**src/rtl/gray_counter_param.sv**
```systemverilog
// gray_counter_param: parameterised up/down Gray-code counter.
//   A binary state B is kept internally; bin_out = B and gray_out = B ^ (B >> 1)
//   are both registered and updated on the same rising edge of clk.
//   Edge priority: rst, then load, then count. SATURATE selects wrap (0) or
//   hold (1) at the ends of the range. tc is combinational terminal count.
// Optional build macro: GRAY_STEP_CHECK_EN
//   When defined, a checker flags (sticky err) any Gray step of more than one
//   bit following a pure count/hold edge. When undefined, err is tied to 0.
module gray_counter_param #(
  parameter int unsigned WIDTH    = 4,
  parameter bit          SATURATE = 1'b0
) (
  input  logic             clk,
  input  logic             rst,
  input  logic             clk_en,
  input  logic             up_dn,
  input  logic             load,
  input  logic [WIDTH-1:0] load_val,
  output logic [WIDTH-1:0] gray_out,
  output logic [WIDTH-1:0] bin_out,
  output logic             tc,
  output logic             err
);

  localparam logic [WIDTH-1:0] MAX_VAL = {WIDTH{1'b1}};
  localparam logic [WIDTH-1:0] MIN_VAL = {WIDTH{1'b0}};

  logic [WIDTH-1:0] r_bin;
  logic [WIDTH-1:0] r_gray;
  logic [WIDTH-1:0] w_bin_nxt;
  logic [WIDTH-1:0] w_gray_nxt;
  logic             w_at_top;
  logic             w_at_bot;
  logic             w_at_end;

  // End-of-range detection in the currently selected direction
  assign w_at_top = (r_bin == MAX_VAL);
  assign w_at_bot = (r_bin == MIN_VAL);
  assign w_at_end = up_dn ? w_at_top : w_at_bot;

  // Terminal count: only on a live count edge about to cross an end
  assign tc = clk_en & ~load & ~rst & w_at_end;

  // Next binary state: load beats count; wrap falls out of modulo arithmetic
  always_comb begin
    w_bin_nxt = r_bin;
    if (load) begin
      w_bin_nxt = load_val;
    end else if (clk_en) begin
      if (SATURATE && w_at_end) begin
        w_bin_nxt = r_bin;
      end else if (up_dn) begin
        w_bin_nxt = r_bin + WIDTH'(1);
      end else begin
        w_bin_nxt = r_bin - WIDTH'(1);
      end
    end
  end

  // Gray encoding of the next state so gray_out and bin_out update together
  assign w_gray_nxt = w_bin_nxt ^ (w_bin_nxt >> 1);

  // State registers with synchronous reset
  always_ff @(posedge clk) begin
    if (rst) begin
      r_bin  <= MIN_VAL;
      r_gray <= MIN_VAL;
    end else begin
      r_bin  <= w_bin_nxt;
      r_gray <= w_gray_nxt;
    end
  end

  assign bin_out  = r_bin;
  assign gray_out = r_gray;

`ifdef GRAY_STEP_CHECK_EN
  logic [WIDTH-1:0] r_gray_prev;
  logic             r_prev_pure;
  logic             r_err;
  logic [WIDTH-1:0] w_diff;
  logic             w_multi_bit;

  // More than one bit differs iff clearing the lowest set bit leaves any bit set
  assign w_diff      = r_gray ^ r_gray_prev;
  assign w_multi_bit = |(w_diff & (w_diff - WIDTH'(1)));

  // Step checker: previous-value history plus sticky error flag
  always_ff @(posedge clk) begin
    if (rst) begin
      r_gray_prev <= MIN_VAL;
      r_prev_pure <= 1'b0;
      r_err       <= 1'b0;
    end else begin
      r_gray_prev <= r_gray;
      r_prev_pure <= ~load;
      if (r_prev_pure && w_multi_bit) begin
        r_err <= 1'b1;
      end
    end
  end

  assign err = r_err;
`else
  assign err = 1'b0;
`endif

endmodule

```
**config.mk**
```make
export PLATFORM = sky130hd
export DESIGN_NAME = gray_counter_param
export DESIGN_NICKNAME = d
export VERILOG_FILES = /design/src/rtl/gray_counter_param.sv
export SDC_FILE = /design/constraint.sdc
export NUM_CORES = 1
export LEC_CHECK = 0
export ABC_AREA = 1
export CORE_AREA = 3 3 40 42
export CTS_CLUSTER_SIZE = 16
export DETAILED_ROUTE_END_ITERATION = 10
export DIE_AREA = 0 0 43 45
export GPL_TIMING_DRIVEN = 0
export PLACE_DENSITY_LB_ADDON = 0.05
export RECOVER_POWER = 100
export SYNTH_ARGS = -nofsm -noshare
export SYNTH_HDL_FRONTEND = slang
export SYNTH_SLANG_ARGS = --single-unit
```
**constraint.sdc**
```tcl
create_clock -name clk -period 3.55 [get_ports clk]
set_input_delay 0.8875 -clock clk [delete_from_list [all_inputs] [get_ports clk]]
set_output_delay 0.8875 -clock clk [all_outputs]
set_load 0.005 [all_outputs]
```
# [Word level (Yosys, flattened, before mapping)]
# Cells that the tools add are included.
# W data, S select, Z words.
[totals] ff_bits=8 word_cells=16 input_bits=9 out_inout_bits=10
[op_classes] muxes=4 eq_ne=1 addsub=2 bitwise=6 reduce_logical=1
[op_table] operator="$mux W4" n=3
[op_table] operator="$add A4 B1 Y4 const B" n=1
[op_table] operator="$eq A4 B4 Y1 const B" n=1
[op_table] operator="$logic_not A4 Y1" n=1
[op_table] operator="$sub A4 B1 Y4 const B" n=1
[op_table] operator="$xor A4 B3 Y4" n=1
[op_table] operator="$and A1 B1 Y1" n=3
[op_table] operator="$not A1 Y1" n=2
[op_table] operator="$mux W1" n=1

# [Longest topological paths before layout]
[logic_depth] word_depth=5 mapped_depth=12 depth_no_buf=12

# [Least setup slack after synthesis]
# No wires, ideal clock.
[synth_timing] path_type="in2out" start="input port load" end="output port tc" path_stages=3 n_path_buf=0 slack_ns=1.388 t_arrival_ns=1.275 path_cell_list="inv_2 -> nand3_1 -> nor3_1"
[synth_between] elab_chain_len=4
[synth_rtl] element="from (decl)" line_no="17" rtl="input logic load,"
[synth_rtl] element="$not A1 Y1" line_no="42" rtl="assign tc = clk_en & ~load & ~rst & w_at_end;"
[synth_rtl] element="$and A1 B1 Y1 (3 in a row)" line_no="42"
[synth_rtl] element="to (decl)" line_no="21" rtl="output logic tc,"
# Every way passes these cells.

# [Final worst setup path]
[layout_timing] start="input port up_dn" end="output port tc"
[layout_between] elab_chain_len=2
[layout_rtl] element="from (decl)" line_no="16" rtl="input logic up_dn,"
[layout_rtl] element="$mux W1" line_no="39" rtl="assign w_at_end = up_dn ? w_at_top : w_at_bot;"
[layout_rtl] element="$and A1 B1 Y1" line_no="42"
# Every way passes these cells.

==> impl_metrics.toml <==
[cells_and_area]
fillers = 137
fin_nets = 96
seqCellArea_um2 = 140
final_cells = 98
multiInputGateArea_um2 = 267
area_growth_pct = 46.8
post_route_cells_drive_above_1_share_pct = 13.3
diodes = 0

[clocking]
htreeDepth = 1
cts_buffers = 3
cts_tree = "yes"
path_clk_slew_ns = 0.05
clock-sinks = 7
post_cts_buffers = 0
root_buffer = "clkbuf_4"
clock_latency_ns = 0.25
post_cts_resize_count = 0
cts_buffer_depth = 2
hold_buffers = 0

[route]
drc = 0
totalWireLength_um = 970
routed-via-count = 443
detail_route.vias_per_cell = 4.52
firstDrtPassIters = 4
ant_nets = 0
first_iter_violations = 7
routedWlPerCell_um = 9.90

[sta]
fmax_mhz = 298
setup_violations = 0
period_share_pct = 94.4
fin_skew_ns = 0.00545
final-hold-violation-count = 0
slew_violations = 0
tns_ns = 0
period_minus_slack_ns = 3.35
rsz0062_at_grt = "false"
whs_ns = 0.754

[min_path]
hold_path_startpoint = "bin_out[3]"
hold_path_class = "flop to flop"
min_to = "bin_out[3]"
min_path_cells = 4

[synth]
ys_ff_latch = 7
synth_warnings = 0
yosys.area.top_type = "dfxtp_1"
synth.cell_area_um2 = 452
synth_nets = 74
synth_top_area_share_pct = 31.0
ys_seq_area_share_pct = 31.0
synth.avg_cell_area_um2 = 7.29
ys_top_cells_by_area = "dfxtp_1 31%, nand2_1 12%, o21ai_2 5.8%"
yosysUniqueCellTypes = 22
synth_cells = 62

[power_and_ir_drop]
ir_drop_mv = 0.260
p_per_area_mw_per_mm2 = 360
totalPowerFinal_mw = 0.239
power.leakage_nw = 0.311

[placed_design]
place_hpwl_um = 782
portBuffers = 17
gp_congestion = 0.741
dp.cells = 94

[setup_path]
cp_data_arrival_time_ns = 2.46
r2r_end = "gray_out[0]"
r2r_cells = 6
r2r_slack_ns = 1.90
crit_path_frequent_cell = "dlygate4sd3_1"
crit_fanout = 5
r2r_start = "bin_out[0]"
cp-end-kind = "output pin"
path_cells = "dlygate4sd3_1, inv_1, a41oi_1, nor3_1, dlygate4sd3_1"
max_stage_delay_ns = 0.59
required_ns = 2.66
cp_slowest_cell = "dlygate4sd3_1"
cp-start-kind = "input port"
critical_path_class = "input port to output pin"

[die]
die-area_mm2 = 0.00194
io_pins = 19
rows = 13
start_util_pct = 35.2
core_mm2 = 0.00128
die_h_um = 45
die_w_um = 43

[global_route]
antenna_found_initial = 0
grt_max_degree = 8
grt-ovfl-total = 0
grt_pass1_vias = 409
grt_use_total_pct = 12.4
grt_pass1_wl_um = 1730

[job]
drv_cap = 0

[outcome]
status = "finished clean"
[state kept, by name (all words and copies together) (netlist names)]
register and cells:
gray_out 3, bin_out 4
[power by group]
part	internal (mW)	switching [mW]	leakage, nW
Combinational	0.0387	0.0331	0.237
Sequential	0.0871	0.00733	0.0585
Clock	0.0429	0.0295	0.0150
Total	0.169	0.0700	0.311
[metal layers]
layer / global-route usage, % / vias up / wire length, um
met5: 0 / - / 0
met4: 12.7 / 0 / 40
met3: 1.20 / 5 / 35
met2: 17.7 / 14 / 419
met1: 16.0 / 183 / 474
li1: - / 241 / -
[kinds of logic after synthesis]
group                      share of synthesized area, %
adders and majority gates                          9.97
other                                             0.830
DFF                                                31.0
xor gates and xnor gates                           1.94
AOI/OAI and AO/OA                                  18.0
and+or+nand+nor                                    29.1
buffers and inverters                              9.14
[placed cells by master (no fill, tap or decap), types with 2 or more instances in the layout]
master,n
clkbuf_4,4
nand3_1,3
o21ai_0,2
ha_1,2
inv_2,2
dlygate4sd3_1,10
clkdlybuf4s50_1,7
nor2_1,6
o21ai_2,2
inv_1,5
nand2_1,14
dfxtp_1,7
a21oi_1,4
[area by class of cell]
| class | count | area share, % |
|---|---|---|
| sequential | 7 | 21.1 |
| multi-input combinational | 46 | 40.2 |
| clock buffer | 4 | 3.96 |
| timing repair buffer | 17 | 25.7 |
| tap | 15 | 2.83 |
| inverter | 7 | 3.96 |
| buffer | 2 | 2.26 |
[how the worst max path moves through the flow]
stage | startpoint | cells past startpoint | slack (ns) | to
floorplan | load | 3 | 1.39 | tc
global placement | rst | 5 | 0.28 | tc
detailed placement | rst | 5 | 0.28 | tc
CTS | rst | 5 | 0.28 | tc
global route | up_dn | 5 | 0.13 | tc
finish | up_dn | 5 | 0.20 | tc
[through the flow]
step / utilization [%] / cell area (um2) / worst slack (ns)
final: 51.6 / 663 / 0.200
after detailed placement: 49.9 / 641 / 0.284
after CTS: 51.9 / 667 / 0.279
after global routing: 51.6 / 663 / 0.126
after floorplan: - / 452 / 1.39
after global placement: 49.9 / 641 / 0.282
[synthesized netlist by cell type]
cell type and n:
o21ai_1 2, inv_2 3, inv_1 4, nand3_1 3, xnor2_1 1, buf_4 2
a21oi_1 4, nand2_1 14, conb_1 1, nor3_1 1, nor2_4 1, dfxtp_1 7
nor2_2 1, o22a_1 1, a41oi_1 1, or2_1 2, ha_1 2, nor2_1 6
nor4_1 1, o211ai_1 1, o21ai_2 3, fa_1 1
[worst max-delay path, delay by kind of cell]
| kind | cells | cell delay (ns) |
|---|---|---|
| AOI/OAI and AO/OA | 1 | 0.07 |
| buffers and inverters | 3 | 1.34 |
| and+or+nand+nor | 1 | 0.17 |
No activity file was read; power rests on OpenSTA's default activity.
